===== src/rtl/mem_port_arbiter.sv =====
// mem_port_arbiter
// Shares one single-port memory between instruction fetch (IF) and data memory (DM).
// Each access is serialised through IDLE -> ISSUE -> [WAIT] -> RESP, with a one-cycle
// ack to whichever port owns the transaction. DM normally wins arbitration. IF is forced
// through after STARVE_MAX consecutive DM grants that passed it over. Per-port wait
// counters feed the structural-stall statistics.

module mem_port_arbiter #(
    parameter int AW         = 32,
    parameter int DW         = 32,
    parameter int MEM_LAT    = 2,
    parameter int STARVE_MAX = 4,
    parameter int CNT_W      = 32
) (
    input  logic              clk,
    input  logic              reset,

    // Instruction-fetch port (read only)
    input  logic              if_req,
    input  logic [AW-1:0]     if_addr,
    output logic              if_ack,
    output logic [DW-1:0]     if_rdata,

    // Data-memory port
    input  logic              dm_req,
    input  logic              dm_we,
    input  logic [AW-1:0]     dm_addr,
    input  logic [DW-1:0]     dm_wdata,
    output logic              dm_ack,
    output logic [DW-1:0]     dm_rdata,

    // Pipeline control
    input  logic              halt,

    // Memory array side
    output logic              mem_en,
    output logic              mem_we,
    output logic [AW-3:0]     mem_addr,
    output logic [DW-1:0]     mem_wdata,
    input  logic [DW-1:0]     mem_rdata,

    // Status
    output logic              busy,
    output logic [CNT_W-1:0]  if_wait_cnt,
    output logic [CNT_W-1:0]  dm_wait_cnt
);

    // Width of the read-latency down-counter (always at least one bit).
    localparam int LAT_W = (MEM_LAT > 1) ? $clog2(MEM_LAT) : 1;
    // Width of the starvation counter, which must be able to hold STARVE_MAX.
    localparam int STV_W = (STARVE_MAX > 0) ? $clog2(STARVE_MAX + 1) : 1;

    localparam logic [LAT_W-1:0] LAT_LOAD   = LAT_W'(MEM_LAT - 1);
    localparam logic [STV_W-1:0] STARVE_TOP = STV_W'(STARVE_MAX);

    typedef enum logic [1:0] {
        S_IDLE  = 2'd0,
        S_ISSUE = 2'd1,
        S_WAIT  = 2'd2,
        S_RESP  = 2'd3
    } state_t;

    typedef enum logic {
        OWN_IF = 1'b0,
        OWN_DM = 1'b1
    } owner_t;

    // ------------------------------------------------------------------
    // State and bookkeeping registers
    // ------------------------------------------------------------------
    state_t             r_state;
    owner_t             r_owner;
    logic               r_is_write;
    logic [LAT_W-1:0]   r_lat_cnt;
    logic [STV_W-1:0]   r_starve_cnt;

    // Registered outputs
    logic               r_if_ack;
    logic [DW-1:0]      r_if_rdata;
    logic               r_dm_ack;
    logic [DW-1:0]      r_dm_rdata;
    logic               r_mem_en;
    logic               r_mem_we;
    logic [AW-3:0]      r_mem_addr;
    logic [DW-1:0]      r_mem_wdata;
    logic               r_busy;
    logic [CNT_W-1:0]   r_if_wait_cnt;
    logic [CNT_W-1:0]   r_dm_wait_cnt;

    // ------------------------------------------------------------------
    // Combinational decode
    // ------------------------------------------------------------------
    state_t             w_state_nxt;
    logic               w_grant_if;
    logic               w_grant_dm;
    logic               w_grant_any;
    logic               w_ack_set;
    logic               w_capture;
    logic               w_if_elig;
    logic               w_starved;
    logic               w_if_served;
    logic               w_dm_served;
    logic               w_unused_addr_lsbs;

    // halt only stops IF from winning a new grant; an IF access already underway finishes.
    assign w_if_elig = if_req & ~halt;
    assign w_starved = (r_starve_cnt == STARVE_TOP);

    assign w_grant_any = w_grant_if | w_grant_dm;

    // A port is being served while it owns any non-IDLE state; otherwise a raised req is waiting.
    assign w_if_served = (r_state != S_IDLE) && (r_owner == OWN_IF);
    assign w_dm_served = (r_state != S_IDLE) && (r_owner == OWN_DM);

    // The memory is word addressed, so the byte-offset bits carry no information.
    assign w_unused_addr_lsbs = ^{if_addr[1:0], dm_addr[1:0]};

    // Next-state, grant and response-strobe decode.
    always_comb begin
        // NOTE: every signal driven here gets a default first, so no path can infer a latch.
        w_state_nxt = r_state;
        w_grant_if  = 1'b0;
        w_grant_dm  = 1'b0;
        w_ack_set   = 1'b0;
        w_capture   = 1'b0;

        case (r_state)
            S_IDLE: begin
                // DM wins unless IF is eligible and has been passed over STARVE_MAX times.
                if (dm_req && !(w_if_elig && w_starved)) begin
                    w_grant_dm = 1'b1;
                end else if (w_if_elig) begin
                    w_grant_if = 1'b1;
                end
                if (w_grant_dm || w_grant_if) begin
                    w_state_nxt = S_ISSUE;
                end
            end

            S_ISSUE: begin
                // A write is complete once its strobe has gone out; reads must wait out the latency.
                if (r_is_write) begin
                    w_state_nxt = S_RESP;
                    w_ack_set   = 1'b1;
                end else begin
                    w_state_nxt = S_WAIT;
                end
            end

            S_WAIT: begin
                // The last WAIT cycle is the one in which mem_rdata is valid.
                if (r_lat_cnt == '0) begin
                    w_state_nxt = S_RESP;
                    w_ack_set   = 1'b1;
                    w_capture   = 1'b1;
                end
            end

            S_RESP: begin
                w_state_nxt = S_IDLE;
            end

            default: begin
                w_state_nxt = S_IDLE;
            end
        endcase
    end

    // ------------------------------------------------------------------
    // Sequential logic
    // ------------------------------------------------------------------

    // FSM state register.
    always_ff @(posedge clk or posedge reset) begin
        if (reset) begin
            r_state <= S_IDLE;
        end else begin
            // NOTE: non-blocking assignments so every flop samples pre-edge values.
            r_state <= w_state_nxt;
        end
    end

    // Latch the transaction owner and direction at grant; both hold through RESP.
    always_ff @(posedge clk or posedge reset) begin
        if (reset) begin
            r_owner    <= OWN_IF;
            r_is_write <= 1'b0;
        end else if (w_grant_dm) begin
            r_owner    <= OWN_DM;
            r_is_write <= dm_we;
        end else if (w_grant_if) begin
            r_owner    <= OWN_IF;
            r_is_write <= 1'b0;
        end
    end

    // Read-latency down-counter, loaded on ISSUE and decremented through WAIT.
    always_ff @(posedge clk or posedge reset) begin
        if (reset) begin
            r_lat_cnt <= '0;
        end else if (r_state == S_ISSUE) begin
            r_lat_cnt <= LAT_LOAD;
        end else if ((r_state == S_WAIT) && (r_lat_cnt != '0)) begin
            r_lat_cnt <= r_lat_cnt - LAT_W'(1);
        end
    end

    // Starvation counter: counts DM grants that passed over an eligible IF; cleared when IF wins.
    always_ff @(posedge clk or posedge reset) begin
        if (reset) begin
            r_starve_cnt <= '0;
        end else if (w_grant_if) begin
            r_starve_cnt <= '0;
        end else if (w_grant_dm && w_if_elig && !w_starved) begin
            r_starve_cnt <= r_starve_cnt + STV_W'(1);
        end
    end

    // Memory command registers: strobes pulse for the ISSUE cycle only; address/data hold between grants.
    always_ff @(posedge clk or posedge reset) begin
        if (reset) begin
            r_mem_en    <= 1'b0;
            r_mem_we    <= 1'b0;
            r_mem_addr  <= '0;
            r_mem_wdata <= '0;
        end else begin
            r_mem_en <= w_grant_any;
            r_mem_we <= w_grant_dm & dm_we;
            if (w_grant_dm) begin
                r_mem_addr <= dm_addr[AW-1:2];
                if (dm_we) begin
                    r_mem_wdata <= dm_wdata;
                end
            end else if (w_grant_if) begin
                r_mem_addr <= if_addr[AW-1:2];
            end
        end
    end

    // Response registers: one-cycle ack to the owner; read data holds until the next read for that port.
    always_ff @(posedge clk or posedge reset) begin
        if (reset) begin
            r_if_ack   <= 1'b0;
            r_dm_ack   <= 1'b0;
            r_if_rdata <= '0;
            r_dm_rdata <= '0;
        end else begin
            r_if_ack <= w_ack_set && (r_owner == OWN_IF);
            r_dm_ack <= w_ack_set && (r_owner == OWN_DM);
            if (w_capture && (r_owner == OWN_IF)) begin
                r_if_rdata <= mem_rdata;
            end
            if (w_capture && (r_owner == OWN_DM)) begin
                r_dm_rdata <= mem_rdata;
            end
        end
    end

    // Busy flag, registered alongside the state so it equals (state != IDLE).
    always_ff @(posedge clk or posedge reset) begin
        if (reset) begin
            r_busy <= 1'b0;
        end else begin
            r_busy <= (w_state_nxt != S_IDLE);
        end
    end

    // Saturating per-port wait counters: a cycle counts when req is high and the port is not being served.
    always_ff @(posedge clk or posedge reset) begin
        if (reset) begin
            r_if_wait_cnt <= '0;
            r_dm_wait_cnt <= '0;
        end else begin
            if (if_req && !w_if_served && (r_if_wait_cnt != '1)) begin
                r_if_wait_cnt <= r_if_wait_cnt + CNT_W'(1);
            end
            if (dm_req && !w_dm_served && (r_dm_wait_cnt != '1)) begin
                r_dm_wait_cnt <= r_dm_wait_cnt + CNT_W'(1);
            end
        end
    end

    // ------------------------------------------------------------------
    // Output drive
    // ------------------------------------------------------------------
    assign if_ack      = r_if_ack;
    assign if_rdata    = r_if_rdata;
    assign dm_ack      = r_dm_ack;
    assign dm_rdata    = r_dm_rdata;
    assign mem_en      = r_mem_en;
    assign mem_we      = r_mem_we;
    assign mem_addr    = r_mem_addr;
    assign mem_wdata   = r_mem_wdata;
    assign busy        = r_busy;
    assign if_wait_cnt = r_if_wait_cnt;
    assign dm_wait_cnt = r_dm_wait_cnt;

endmodule

===== config.mk =====
export PLATFORM = sky130hd
export DESIGN_NAME = mem_port_arbiter
export DESIGN_NICKNAME = d
export VERILOG_FILES = /design/src/rtl/mem_port_arbiter.sv
export SDC_FILE = /design/constraint.sdc
export NUM_CORES = 1
export LEC_CHECK = 0
export ABC_AREA = 1
export BUFFER_PORTS_ARGS = -buffer_cell sky130_fd_sc_hd__buf_4
export CORE_ASPECT_RATIO = 0.9
export CORE_MARGIN = 2
export CORE_UTILIZATION = 51
export CTS_CLUSTER_DIAMETER = 30
export DETAILED_ROUTE_END_ITERATION = 10
export GPL_TIMING_DRIVEN = 0
export PLACE_DENSITY = 0.77
export SLEW_MARGIN = 5
export SYNTH_ARGS = -nofsm -noshare
export SYNTH_HDL_FRONTEND = slang
export SYNTH_SLANG_ARGS = --single-unit
export TNS_END_PERCENT = 10

===== constraint.sdc =====
create_clock -name clk -period 8.1 [get_ports clk]
set_input_delay 0.405 -clock clk [delete_from_list [all_inputs] [get_ports clk]]
set_output_delay 0.405 -clock clk [all_outputs]
set_load 0.005 [all_outputs]

---- Word level (Yosys, flattened, before mapping) ----
Index checks and enable logic that the tools add are counted.
word-level totals
  word-level logic and storage cells ...... 82
  output and inout bits ................... 195
  flip-flop bits (word level) ............. 203
operators by class
  reduce and logical (&&, ||, !) cells .... 27
  bitwise gates (word level) .............. 5
  mux-type cells .......................... 24
  equality and inequality tests ........... 6
  add/subtract/negate cells ............... 4
operator list
  cell                                                             count
  32-bit by 1-bit adder with 32-bit output, second input constant  2
  32-bit inequality test, second input constant                    2
  30-bit 2-to-1 mux                                                2
  1-bit 2-to-1 mux                                                 16
  1-bit logical AND                                                15
  2-bit nonzero test                                               5
  2-bit one-hot mux with 4 select lines                            1
  3-bit 2-to-1 mux                                                 2
  2-bit == test, second input constant                             2
  1-bit zero test                                                  4
  2-bit 2-to-1 mux                                                 2
  3-bit by 1-bit adder with 3-bit output, second input constant    1
  3-bit == test, second input constant                             1
  1-bit bitwise AND                                                2
  2-bit by 1-bit == test with 1-bit output, second input constant  1
  2-bit zero test                                                  1
  1-bit inverter                                                   2
  1-bit one-hot mux with 2 select lines                            1
  2-bit AND reduction                                              1
  1-bit logical OR                                                 1
  1-bit OR                                                         1
  1-bit subtractor, second input constant                          1

---- Longest topological paths before layout ----
  word-level depth ........................ 12
  gate-level depth with buffers ........... 11
  gate-level depth less buffers ........... 11

---- Least setup slack after synthesis ----
No wires, ideal clock.
  path type ............................... register -> register
  start point ............................. register r_if_wait_cnt[0], in the netlist if_wait_cnt[0]
  end point ............................... register r_if_wait_cnt[16], in the netlist if_wait_cnt[16]
  data required time ...................... 7.984 ns
  arrival ................................. 1.501 ns
  setup time .............................. 0.116 ns
  cell stages (with the launch flop) ...... 10
  period minus slack after synthesis ...... 1.618 ns
  slack ................................... 6.482 ns
  cell sequence ........................... dfrtp_1 -> ha_1 -> nand2_2 -> nor2_4 -> nand2_1 -> nor2_2 -> a21oi_4 -> buf_6 -> nand2_1 -> nand2_1
on the way
  longest elaborated chain between the ends .. 2
ends and longest elaborated chain
  element                                                                           RTL line  RTL
  from (decl)                                                                       87        logic [CNT_W-1:0] r_if_wait_cnt;
  from (signal assigned)                                                            275       r_if_wait_cnt <= r_if_wait_cnt + CNT_W'(1);
  branches (longest 2 deep; another with 32-bit by 1-bit adder with 32-bit output)  --
Several ways; the timed one is not identified.
A chain may end at the register's enable or synchronous reset.

---- Final worst setup path ----
  start point ............................. register r_state[1]
  end point ............................... register r_mem_wdata[9], in the netlist mem_wdata[9]
on the way
  longest elaborated chain between the ends .. 3
ends and longest elaborated chain
  element                        RTL line  RTL
  from (decl)                    71        state_t r_state;
  from (signal assigned)         179       r_state <= w_state_nxt;
  2-bit zero test                127       case (r_state)
  1-bit 2-to-1 mux               127
  2-bit AND reduction (no line)  --
  to (signal assigned)           232       r_mem_wdata <= dm_wdata;
  to (decl)                      85        logic [DW-1:0] r_mem_wdata;
No other way between the ends.

==> metrics.md <==
| Metric | Value |
|---|---|
| Status | `finished, final reports clean` |
| Maximum clock path buffer count | `3` |
| Core Region | `between 15000 and 20000 um2` |
| Most common cell in the netlist | `nand2_1` |
| Worst Path Arrival | `2560 ps` |
| GRT Total Usage | `29.73%` |
| DR vias | `9895` |
| Die Area | `a little over 20000 um2` |
| Post-synth EDFFs | `0` |
| 1st-pass router iterations | `5` |
| Worst r2r src | `r_state[1]` |
| Reg2Reg Depth | `9` |
| Cell taking the most area after synthesis | `dfrtp_1` |
| Fmax | `about 470 MHz` |
| Global route total overflow | `0` |
| Post-synth ARST share | `100.0%` |
| DIE HEIGHT | `~140 um` |
| Port bufs | `around 320` |
| Gpl congestion | `~0.94` |
| Largest delay share family, worst path | `buffers and inverters` |
| RSZ-0062 raised after global routing | `no` |
| Root Driver | `clkbuf_16` |
| Fin worst setup slack | `approximately 6000 ps` |
| CTS buffer count | `42` |
| Initial antenna violation count | `0` |
| Vias per cell | `roughly 5` |
| Area Overhead vs Synth | `42.57%` |
| Synthesized area | `roughly 10000 um2` |
| Initial Util | `between 50% and 60%` |
| # DRC | `0` |
| Top-area cell type share of the netlist area | `51.00%` |
| Clock transition at path regs | `roughly 50 ps` |
| Syn Area/Cell | `roughly 7.4 um2` |
| Synthesized flop and latch total | `203` |
| Largest net degree at the start of global routing | `between 100 and 150` |
| Worst flop-to-flop path endpoint | `mem_wdata[9]` |
| Final Hold Viols | `0` |
| Vias in the first global route | `9584` |
| Worst Path Buf+Inv | `4` |
| Warnings, synthesis | `0` |
| Global-route wire length before repair | `a little under 50000 um` |
| Antenna Cells | `0` |
| H-tree levels | `2` |
| Max_cap viols | `0` |
| Iter 0 DRT Violations | `around 550` |
| Post-Syn Instances | `1342` |
| Wire per inst | `about 15 um` |
| Top cells by count, synth | `694 x nand2_1, 203 x dfrtp_1, 107 x nor2_1` |
| Setup slack, reg-to-reg | `about 6000 ps` |
| CP required | `8550 ps` |
| CTS tree | `yes` |
| # placed instances | `roughly 1900` |
| Worst slew margin | `49.86%` |
| Clk_lat worst skew | `520 ps` |
| PD cells | `340.9 nW/um2` |
| Syn nets | `roughly 1500` |
| CP Capture Type | `flop` |
| Die X | `between 150 and 200 um` |
| Routed WL | `between 30000 and 40000 um` |
| Distinct cells, synth | `30` |
| Layout cells sized above 1 | `25.57%` |
| Row cnt | `48` |
| Peak supply drop | `around 0.24 mV` |
| Worst Skew | `roughly 16 ps` |
| Slowest-stage cell, CP | `dfrtp_1` |
| Startpoint Class | `flop` |
| Setup slack at placement | `slightly above 6000 ps` |
| Ys flop type | `dfrtp_1` |
| Max stage delay on crit path | `~400 ps` |
| Maximum fanout along the worst path | `10` |
| Pleak | `about 7.6 nW` |
| WS Path Type | `flop to flop` |
| Hold buffer count at cts | `0` |
| Clock tree sinks | `203` |
| Tmin final | `2107 ps` |
| Setup violators final | `0` |
| Crit path cell chain | `inv_1, ha_1, nand3_1, inv_2, nand2_2, inv_2, buf_2, nand2_1, nand2_1` |
| Post-synthesis sequential area ratio | `between 50% and 60%` |
| Synth area leaders | `dfrtp_1 51%, nand2_1 26%, nor2_1 4.0%` |
| Final Slew Violations | `0` |
| Final setup TNS | `0 ps` |
| Min-Delay Path Class | `input pin to asynchronous set/reset pin` |
| Worst Tran Pin Value | `roughly 750 ps` |
| Final HPWL from detailed placement | `22150 um` |
| IO Count | `approximately 330` |
| Power Total | `between 4 and 5 mW` |
| Number of setup buffers added after CTS | `0` |
| Nets@finish | `1852` |
| Final antenna-violating net count | `0` |
| Post-CTS Resized | `0` |
| Post-route clock period utilization | `between 20% and 30%` |
| Cell Count, Final, Fillers Out | `1994` |
==> state kept, by name, summed over array words and instances (netlist names) <==
| register | cells |
|---|---|
| if_wait_cnt | 32 |
| dm_wait_cnt | 32 |
| if_ack | 1 |
| r_owner | 1 |
| r_starve_cnt | 3 |
| r_state | 2 |
| mem_wdata | 32 |
| r_is_write | 1 |
| busy | 1 |
| dm_rdata | 32 |
| mem_en | 1 |
| mem_we | 1 |
| mem_addr | 30 |
| dm_ack | 1 |
| r_lat_cnt | 1 |
| if_rdata | 32 |
==> metal layers <==
layer  global-route usage [%]  routed length (um)
met3                    8.167                2625
met5                        0                   0
met4                    11.47                1119
met2                    49.25               15030
met1                    37.18               12050
==> layout make-up <==
type                       instances  area [um2]
tap                              250       312.8
sequential                       203        5080
multi-input combinational        997        4278
clock buffer                      50        1152
clock inverter                    27       307.8
buffer                            38       210.2
timing repair buffer             325        2460
inverter                         104       400.4
fill                            1487        4957
==> worst max-delay path by stage <==
stage	end	depth (start not counted)	from
after floorplan	busy	1	reset
after global placement	dm_wait_cnt[2]	2	reset
after detailed placement	mem_addr[19]	9	r_state[1]
after CTS	mem_wdata[1]	9	r_state[1]
after global routing	mem_addr[21]	8	r_state[1]
final	mem_wdata[9]	9	r_state[1]
==> cells by family (layout without fill, tap and decap cells) <==
kind of cell,Yosys count,in the layout,synth area share (%)
AOI/OAI and AO/OA,85,85,4.585
xor gates and xnor gates,25,25,2.198
adders and majority gates,7,7,0.8792
buffers and inverters,142,544,6.055
DFF,203,203,51.00
and+or+nand+nor,880,880,35.28
==> per-stage QoR <==
step	area, um2	utilization (%)	hold slack [ps]
after floorplan	9961	-	442.6
after global placement	12710	66.32	456.5
after detailed placement	12740	66.50	465.7
after CTS	14200	74.12	57.05
after global routing	14200	74.12	72.52
final	14200	74.12	19.59
==> cell usage in the layout, fill, tap and decap left out, types with 10 or more instances in the layout <==
master,instances
o21ai_0,75
dfrtp_1,203
xnor2_1,10
nor2_1,107
xor2_1,15
buf_4,324
inv_1,100
clkbuf_16,43
buf_2,12
nand3_1,38
clkbuf_1,21
nand2_1,694
==> power by group <==
| part | leakage [nW] | internal, mW | switching, mW |
|---|---|---|---|
| sequential | 2.60 | 1.37 | 0.242 |
| combinational | 4.31 | 0.705 | 0.777 |
| clock | 0.693 | 1.15 | 0.590 |
(Power assumes the default switching activity.)
